$ cat config.mk
export PLATFORM = sky130hd
export DESIGN_NAME = mem_wb_stage_buffer
export DESIGN_NICKNAME = d
export VERILOG_FILES = /design/src/rtl/mem_wb_stage_buffer_pkg.sv /design/src/rtl/mem_wb_stage_buffer_fifo_ctrl.sv /design/src/rtl/mem_wb_stage_buffer.sv
export SDC_FILE = /design/constraint.sdc
export NUM_CORES = 1
export LEC_CHECK = 0
export ABC_CLOCK_PERIOD_IN_PS = 2400
export BUFFER_PORTS_ARGS = -buffer_cell sky130_fd_sc_hd__buf_2
export CORE_MARGIN = 2
export CORE_UTILIZATION = 50
export DETAILED_ROUTE_END_ITERATION = 10
export PLACE_DENSITY = 0.86
export SETUP_SLACK_MARGIN = 0.02
export SLEW_MARGIN = 0
export SYNTH_ARGS = -nofsm -noshare
export SYNTH_HDL_FRONTEND = slang
export SYNTH_SLANG_ARGS = --single-unit
$ cat constraint.sdc
create_clock -name clock -period 2.4 [get_ports clock]
set_clock_uncertainty 0.15 [all_clocks]
set_input_delay 0.24 -clock clock [delete_from_list [all_inputs] [get_ports clock]]
set_output_delay 0.24 -clock clock [all_outputs]
set_load 0.02 [all_outputs]
$ cat src/rtl/mem_wb_stage_buffer_pkg.sv
// Shared MEM/WB pipeline definitions: default widths, writeback entry type
// and the architectural zero register index.
package mem_wb_stage_buffer_pkg;

  localparam int unsigned DATA_W_DEF     = 32;
  localparam int unsigned REG_ADDR_W_DEF = 5;

  // Register $0 is hard-wired; results aimed at it are never forwarded.
  localparam logic [REG_ADDR_W_DEF-1:0] REG_ZERO = 5'd0;

  // One buffered writeback result (data already MemtoReg-selected).
  typedef struct packed {
    logic [REG_ADDR_W_DEF-1:0] reg_idx;
    logic                      reg_write;
    logic [DATA_W_DEF-1:0]     data;
  } mem_wb_entry_t;

  // Writeback data selection applied when an entry is captured.
  function automatic logic [DATA_W_DEF-1:0] wb_select(
    input logic                  mem_to_reg,
    input logic [DATA_W_DEF-1:0] read_data,
    input logic [DATA_W_DEF-1:0] alu_result
  );
    logic [DATA_W_DEF-1:0] sel;
    if (mem_to_reg) begin
      sel = read_data;
    end else begin
      sel = alu_result;
    end
    return sel;
  endfunction

endpackage

$ cat src/rtl/mem_wb_stage_buffer_fifo_ctrl.sv
// Pointer/occupancy control for the MEM/WB in-order buffer. Flush wins over
// push and pop; push and pop in the same cycle keep the occupancy constant.
module stage_fifo_ctrl #(
  parameter int DEPTH = 2,
  parameter int PTR_W = 1
) (
  input  logic             clock,
  input  logic             reset_n,
  input  logic             flush,
  input  logic             push_req,
  input  logic             pop_req,
  output logic             in_ready,
  output logic             out_valid,
  output logic             push,
  output logic [PTR_W-1:0] wr_ptr,
  output logic [PTR_W-1:0] rd_ptr
);

  localparam int CNT_BITS = $clog2(DEPTH + 1);

  logic [CNT_BITS-1:0] count_q, count_d;
  logic [PTR_W-1:0]    wr_ptr_q, wr_ptr_d;
  logic [PTR_W-1:0]    rd_ptr_q, rd_ptr_d;
  logic                pop;

  // Advance a pointer, wrapping from the last slot back to slot 0.
  function automatic logic [PTR_W-1:0] next_ptr(input logic [PTR_W-1:0] p);
    logic [PTR_W-1:0] n;
    if (p == PTR_W'(DEPTH - 1)) begin
      n = {PTR_W{1'b0}};
    end else begin
      n = p + PTR_W'(1);
    end
    return n;
  endfunction

  // Handshake qualifiers come only from registered occupancy.
  always_comb begin
    in_ready  = (count_q < CNT_BITS'(DEPTH));
    out_valid = (count_q != {CNT_BITS{1'b0}});
    push      = push_req & in_ready & ~flush;
    pop       = pop_req & out_valid & ~flush;
  end

  // Next pointers and occupancy from flush/push/pop arbitration.
  always_comb begin
    count_d  = count_q;
    wr_ptr_d = wr_ptr_q;
    rd_ptr_d = rd_ptr_q;
    if (flush) begin
      count_d  = {CNT_BITS{1'b0}};
      wr_ptr_d = {PTR_W{1'b0}};
      rd_ptr_d = {PTR_W{1'b0}};
    end else begin
      if (push) begin
        wr_ptr_d = next_ptr(wr_ptr_q);
      end else begin
        wr_ptr_d = wr_ptr_q;
      end
      if (pop) begin
        rd_ptr_d = next_ptr(rd_ptr_q);
      end else begin
        rd_ptr_d = rd_ptr_q;
      end
      case ({push, pop})
        2'b10:   count_d = count_q + CNT_BITS'(1);
        2'b01:   count_d = count_q - CNT_BITS'(1);
        default: count_d = count_q;
      endcase
    end
  end

  // Control state register, updated on the falling edge.
  always_ff @(negedge clock or negedge reset_n) begin
    if (!reset_n) begin
      count_q  <= {CNT_BITS{1'b0}};
      wr_ptr_q <= {PTR_W{1'b0}};
      rd_ptr_q <= {PTR_W{1'b0}};
    end else begin
      count_q  <= count_d;
      wr_ptr_q <= wr_ptr_d;
      rd_ptr_q <= rd_ptr_d;
    end
  end

  assign wr_ptr = wr_ptr_q;
  assign rd_ptr = rd_ptr_q;

endmodule

$ cat src/rtl/mem_wb_stage_buffer.sv
// MEM/WB stage buffer: DEPTH-entry in-order queue between the memory stage
// and register writeback, with a forwarding tap and saturating stall counter.
module mem_wb_stage_buffer
  import mem_wb_stage_buffer_pkg::*;
#(
  parameter int DATA_W     = DATA_W_DEF,
  parameter int REG_ADDR_W = REG_ADDR_W_DEF,
  parameter int DEPTH      = 2,
  parameter int CNT_W      = 16
) (
  input  logic                  clock,
  input  logic                  reset_n,
  input  logic                  flush,
  input  logic                  in_valid,
  input  logic                  hit,
  output logic                  in_ready,
  input  logic [DATA_W-1:0]     readData,
  input  logic [DATA_W-1:0]     ALUResult,
  input  logic [REG_ADDR_W-1:0] writeReg,
  input  logic                  RegWrite,
  input  logic                  MemtoReg,
  output logic                  out_valid,
  input  logic                  out_ready,
  output logic [REG_ADDR_W-1:0] writeRegOut,
  output logic                  RegWriteOut,
  output logic [DATA_W-1:0]     writeDataOut,
  output logic                  fwd_en,
  output logic [REG_ADDR_W-1:0] fwd_reg,
  output logic [DATA_W-1:0]     fwd_data,
  output logic [CNT_W-1:0]      stall_cnt
);

  localparam int PTR_W = (DEPTH > 1) ? $clog2(DEPTH) : 1;

  logic [REG_ADDR_W-1:0] reg_q  [DEPTH];
  logic                  rw_q   [DEPTH];
  logic [DATA_W-1:0]     data_q [DEPTH];

  logic                  push_s;
  logic [PTR_W-1:0]      wr_ptr_s;
  logic [PTR_W-1:0]      rd_ptr_s;
  logic                  valid_in_s;
  logic [DATA_W-1:0]     wdata_s;
  logic [CNT_W-1:0]      stall_q, stall_d;

  assign valid_in_s = in_valid & hit;

  stage_fifo_ctrl #(
    .DEPTH (DEPTH),
    .PTR_W (PTR_W)
  ) u_ctrl (
    .clock     (clock),
    .reset_n   (reset_n),
    .flush     (flush),
    .push_req  (valid_in_s),
    .pop_req   (out_ready),
    .in_ready  (in_ready),
    .out_valid (out_valid),
    .push      (push_s),
    .wr_ptr    (wr_ptr_s),
    .rd_ptr    (rd_ptr_s)
  );

  // Select the writeback value when the entry is captured.
  always_comb begin
    if (MemtoReg) begin
      wdata_s = readData;
    end else begin
      wdata_s = ALUResult;
    end
  end

  // Entry storage: write the tail slot on an accepted push.
  always_ff @(negedge clock or negedge reset_n) begin
    if (!reset_n) begin
      for (int i = 0; i < DEPTH; i++) begin
        reg_q[i]  <= {REG_ADDR_W{1'b0}};
        rw_q[i]   <= 1'b0;
        data_q[i] <= {DATA_W{1'b0}};
      end
    end else if (push_s) begin
      reg_q[wr_ptr_s]  <= writeReg;
      rw_q[wr_ptr_s]   <= RegWrite;
      data_q[wr_ptr_s] <= wdata_s;
    end
  end

  // Head presentation and forwarding tap; RegWrite is masked when empty.
  always_comb begin
    writeRegOut  = reg_q[rd_ptr_s];
    writeDataOut = data_q[rd_ptr_s];
    RegWriteOut  = out_valid & rw_q[rd_ptr_s];
    fwd_en       = RegWriteOut & (writeRegOut != REG_ADDR_W'(REG_ZERO));
    fwd_reg      = writeRegOut;
    fwd_data     = writeDataOut;
  end

  // Stall counter next value: count refused valid inputs, hold at all-ones.
  always_comb begin
    stall_d = stall_q;
    if (valid_in_s && !in_ready && (stall_q != {CNT_W{1'b1}})) begin
      stall_d = stall_q + CNT_W'(1);
    end else begin
      stall_d = stall_q;
    end
  end

  // Stall counter register; cleared only by reset.
  always_ff @(negedge clock or negedge reset_n) begin
    if (!reset_n) begin
      stall_q <= {CNT_W{1'b0}};
    end else begin
      stall_q <= stall_d;
    end
  end

  assign stall_cnt = stall_q;

endmodule

==> metrics <==
initial antenna violation count=1; 1st-pass router iterations=5; outcome=finished with violations; Root Driver=clkbuf_8; Storage cell area=2402 sq um; CTS tree=yes; crit path capture type=output port; die boundary width=102.2 um; commonest non-fill, non-tap cell in the layout=buf_2; Skew-Pair Late Insertion Delay=0.33 ns; Final #Nets=738; initial core utilization=0.5190; crit start category=register; max cap viols=0; total grt overflow=0; worst slew pin tran=0.5365 ns; Die Y=102.2 um; synth warn=0; share of cells above drive strength 1=0.6406; CTS buffer count=9; WL final=14600 um; Vias=4231; Post-Syn Area=4818 sq um; IR Drop Worst-Case VDD=479.3 uV; Pins Over Slew Limit=0; CTS H-Tree Depth=3; Final GP Congestion=0.8274; Post-Layout Cell Count=795; Async S/R FF share, synth=1.000; Max-slew headroom=0.6396; Top delay family on crit path=flip-flops; CTS Buffer Depth=2; hold slack=0.3067 ns; DPL Wire Length=8055 um; commonest non-fill, non-tap cells in the layout=104 x buf_2, 96 x dfrtn_1, 83 x buf_4; Power per Cell Area=758.4 nW/um^2; # rows=35; Syn Nets=522; worst-path maximum fanout=4; number of port buffers=170; # hold bufs at CTS=0; Clock Sinks=96; Avg WL per Cell=18.36 um; placed insts=725; violated checks=negative setup slack; Clock transition at path regs=0.06 ns; Buf+Inv Stages, Crit Path=2; Critical Path Most Common Cell=buf_6; # DRC=0; total track usage=0.2438; Yosys top cell by area=dfrtn_1; Synth cell types=35; sequential area share after synthesis=0.4986; Cells after Synth=444; post-synth top area share=0.4986; vias per inst=5.322; die area=10440 sq um; 1st-iter DRT viols=95; Req. time, crit path=2.01 ns; r2r setup slk=0.16 ns; final setup violation count=99; Post-synth top flop=dfrtn_1; critical path class=register to output port; largest net degree at the start of global routing=42; area delta synth->final=54.48%; Critical-path top delay cell=dfrtn_1; area of the multi-input gates=2457 sq um; number of flops mapped to enable cells by yosys=0; # fillers=554; Leakage=3.504 nW; Detail Route Antenna Nets=0; Mapped Avg Cell Area=10.85 sq um; RSZ-0062 raised after global routing=yes; CP cell instances=buf_6 -> mux2_4 -> or4_1 -> o21a_2 -> buf_6; first-pass GRT wire length=19580 um; largest cells by area after synthesis=dfrtn_1 50%, mux2_2 11%, a21oi_1 7.0%; critical path's largest stage delay=0.49 ns; Final Worst Setup Slack=-1.275 ns; vias in the first global route=4157; WP data arrival=3.29 ns; Final Hold Vio Count=0; core area=9284 sq um; Yosys reg bits=96; number of top-level pins=171; Tightest Hold Check Type=register to register
-- final timing paths --
| check | from | to | depth (start not counted) |
|---|---|---|---|
| max | u_ctrl.rd_ptr | fwd_en | 5 |
| min | data_q[54] | data_q[54] | 2 |
| max reg2reg | u_ctrl.count_q[1] | u_ctrl.rd_ptr | 14 |
| min reg2reg | data_q[54] | data_q[54] | 2 |
| max in group asynchronous | reset_n | data_q[0] | 2 |
| min in group asynchronous | reset_n | data_q[57] | 1 |
-- kinds of logic after synthesis --
logic type	Yosys count	synth area share
multiplexers	83	0.1862
AND/OR/NAND/NOR	115	0.1223
adder cells (fa/ha/maj)	1	0.002596
XOR/XNOR	16	0.02908
AO/OA/AOI/OAI	71	0.07531
buffers and inverters	62	0.08595
flip-flops	96	0.4986
-- power by group --
group | switching, W | internal [W]
clock | 0.000563 | 0.000514
sequential | 0.000218 | 0.00203
combinational | 0.00118 | 0.00115
-- worst min-delay path: stages, from the launching register on --
cell	delay (ns)
dfrtn_1	0.40
nor2_1	0.05
a21oi_2	0.08
-- layout make-up --
| type | instances | area share |
|---|---|---|
| multi-input combinational | 286 | 0.3301 |
| sequential | 96 | 0.3227 |
| timing repair buffer | 265 | 0.2974 |
| tap | 129 | 0.02168 |
| clock buffer | 12 | 0.01950 |
| clock inverter | 4 | 0.007228 |
| inverter | 2 | 0.001009 |
| antenna | 1 | 0.0003362 |
-- metal layers --
layer / share of wire / wire length (um) / track usage / up-vias
met5: 0 / 0 / 0 / -
met4: 0.030 / 442 / 0.08308 / 0
met3: 0.049 / 721 / 0.03967 / 36
met2: 0.55 / 7963 / 0.4560 / 188
met1: 0.37 / 5469 / 0.2828 / 2070
li1: - / - / - / 1937
-- flip-flops by register name (all words and copies together), names as in the netlist --
| signal | cells |
|---|---|
| u_ctrl.count_q | 2 |
| u_ctrl.rd_ptr | 1 |
| stall_cnt | 16 |
| u_ctrl.wr_ptr | 1 |
| reg_q | 10 |
| rw_q | 2 |
| data_q | 64 |
-- through the flow --
step | util | setup TNS [ns] | cell area (sq um) | power, W | setup WS (ns)
floorplan | - | -49.70 | 5296 | 0.003692 | -0.8148
global placement | 0.6695 | -66.36 | 6216 | 0.004020 | -0.8734
detailed placement | 0.6695 | -69.85 | 6216 | 0.004105 | -0.8861
CTS | 0.7470 | -74.88 | 6935 | 0.005299 | -1.240
global route | 0.8018 | -77.18 | 7443 | 0.005919 | -1.330
finish | 0.8018 | -71.87 | 7443 | 0.005645 | -1.275
-- Yosys cell counts, types with 2 or more instances --
cell type / n
nand2_1: 6
buf_2: 16
nand3_1: 4
mux2i_1: 33
nand4b_1: 2
mux2_2: 49
nor3b_1: 2
xor2_1: 9
nor4b_1: 2
a21oi_1: 67
nor2_1: 76
inv_1: 2
nand2b_1: 3
clkbuf_1: 2
nand4_1: 7
dfrtn_1: 96
nor3_4: 2
xnor2_1: 7
buf_4: 41
and3_1: 2
nor3_1: 2
-- timing repair --
action / in CTS / in global routing
pin swaps: 4 / 4
resized for setup: 63 / 106
setup buffers: 32 / 22
setup endpoints to repair: 101 / 151
gates cloned: 3 / 3
(Power assumes the default switching activity.)
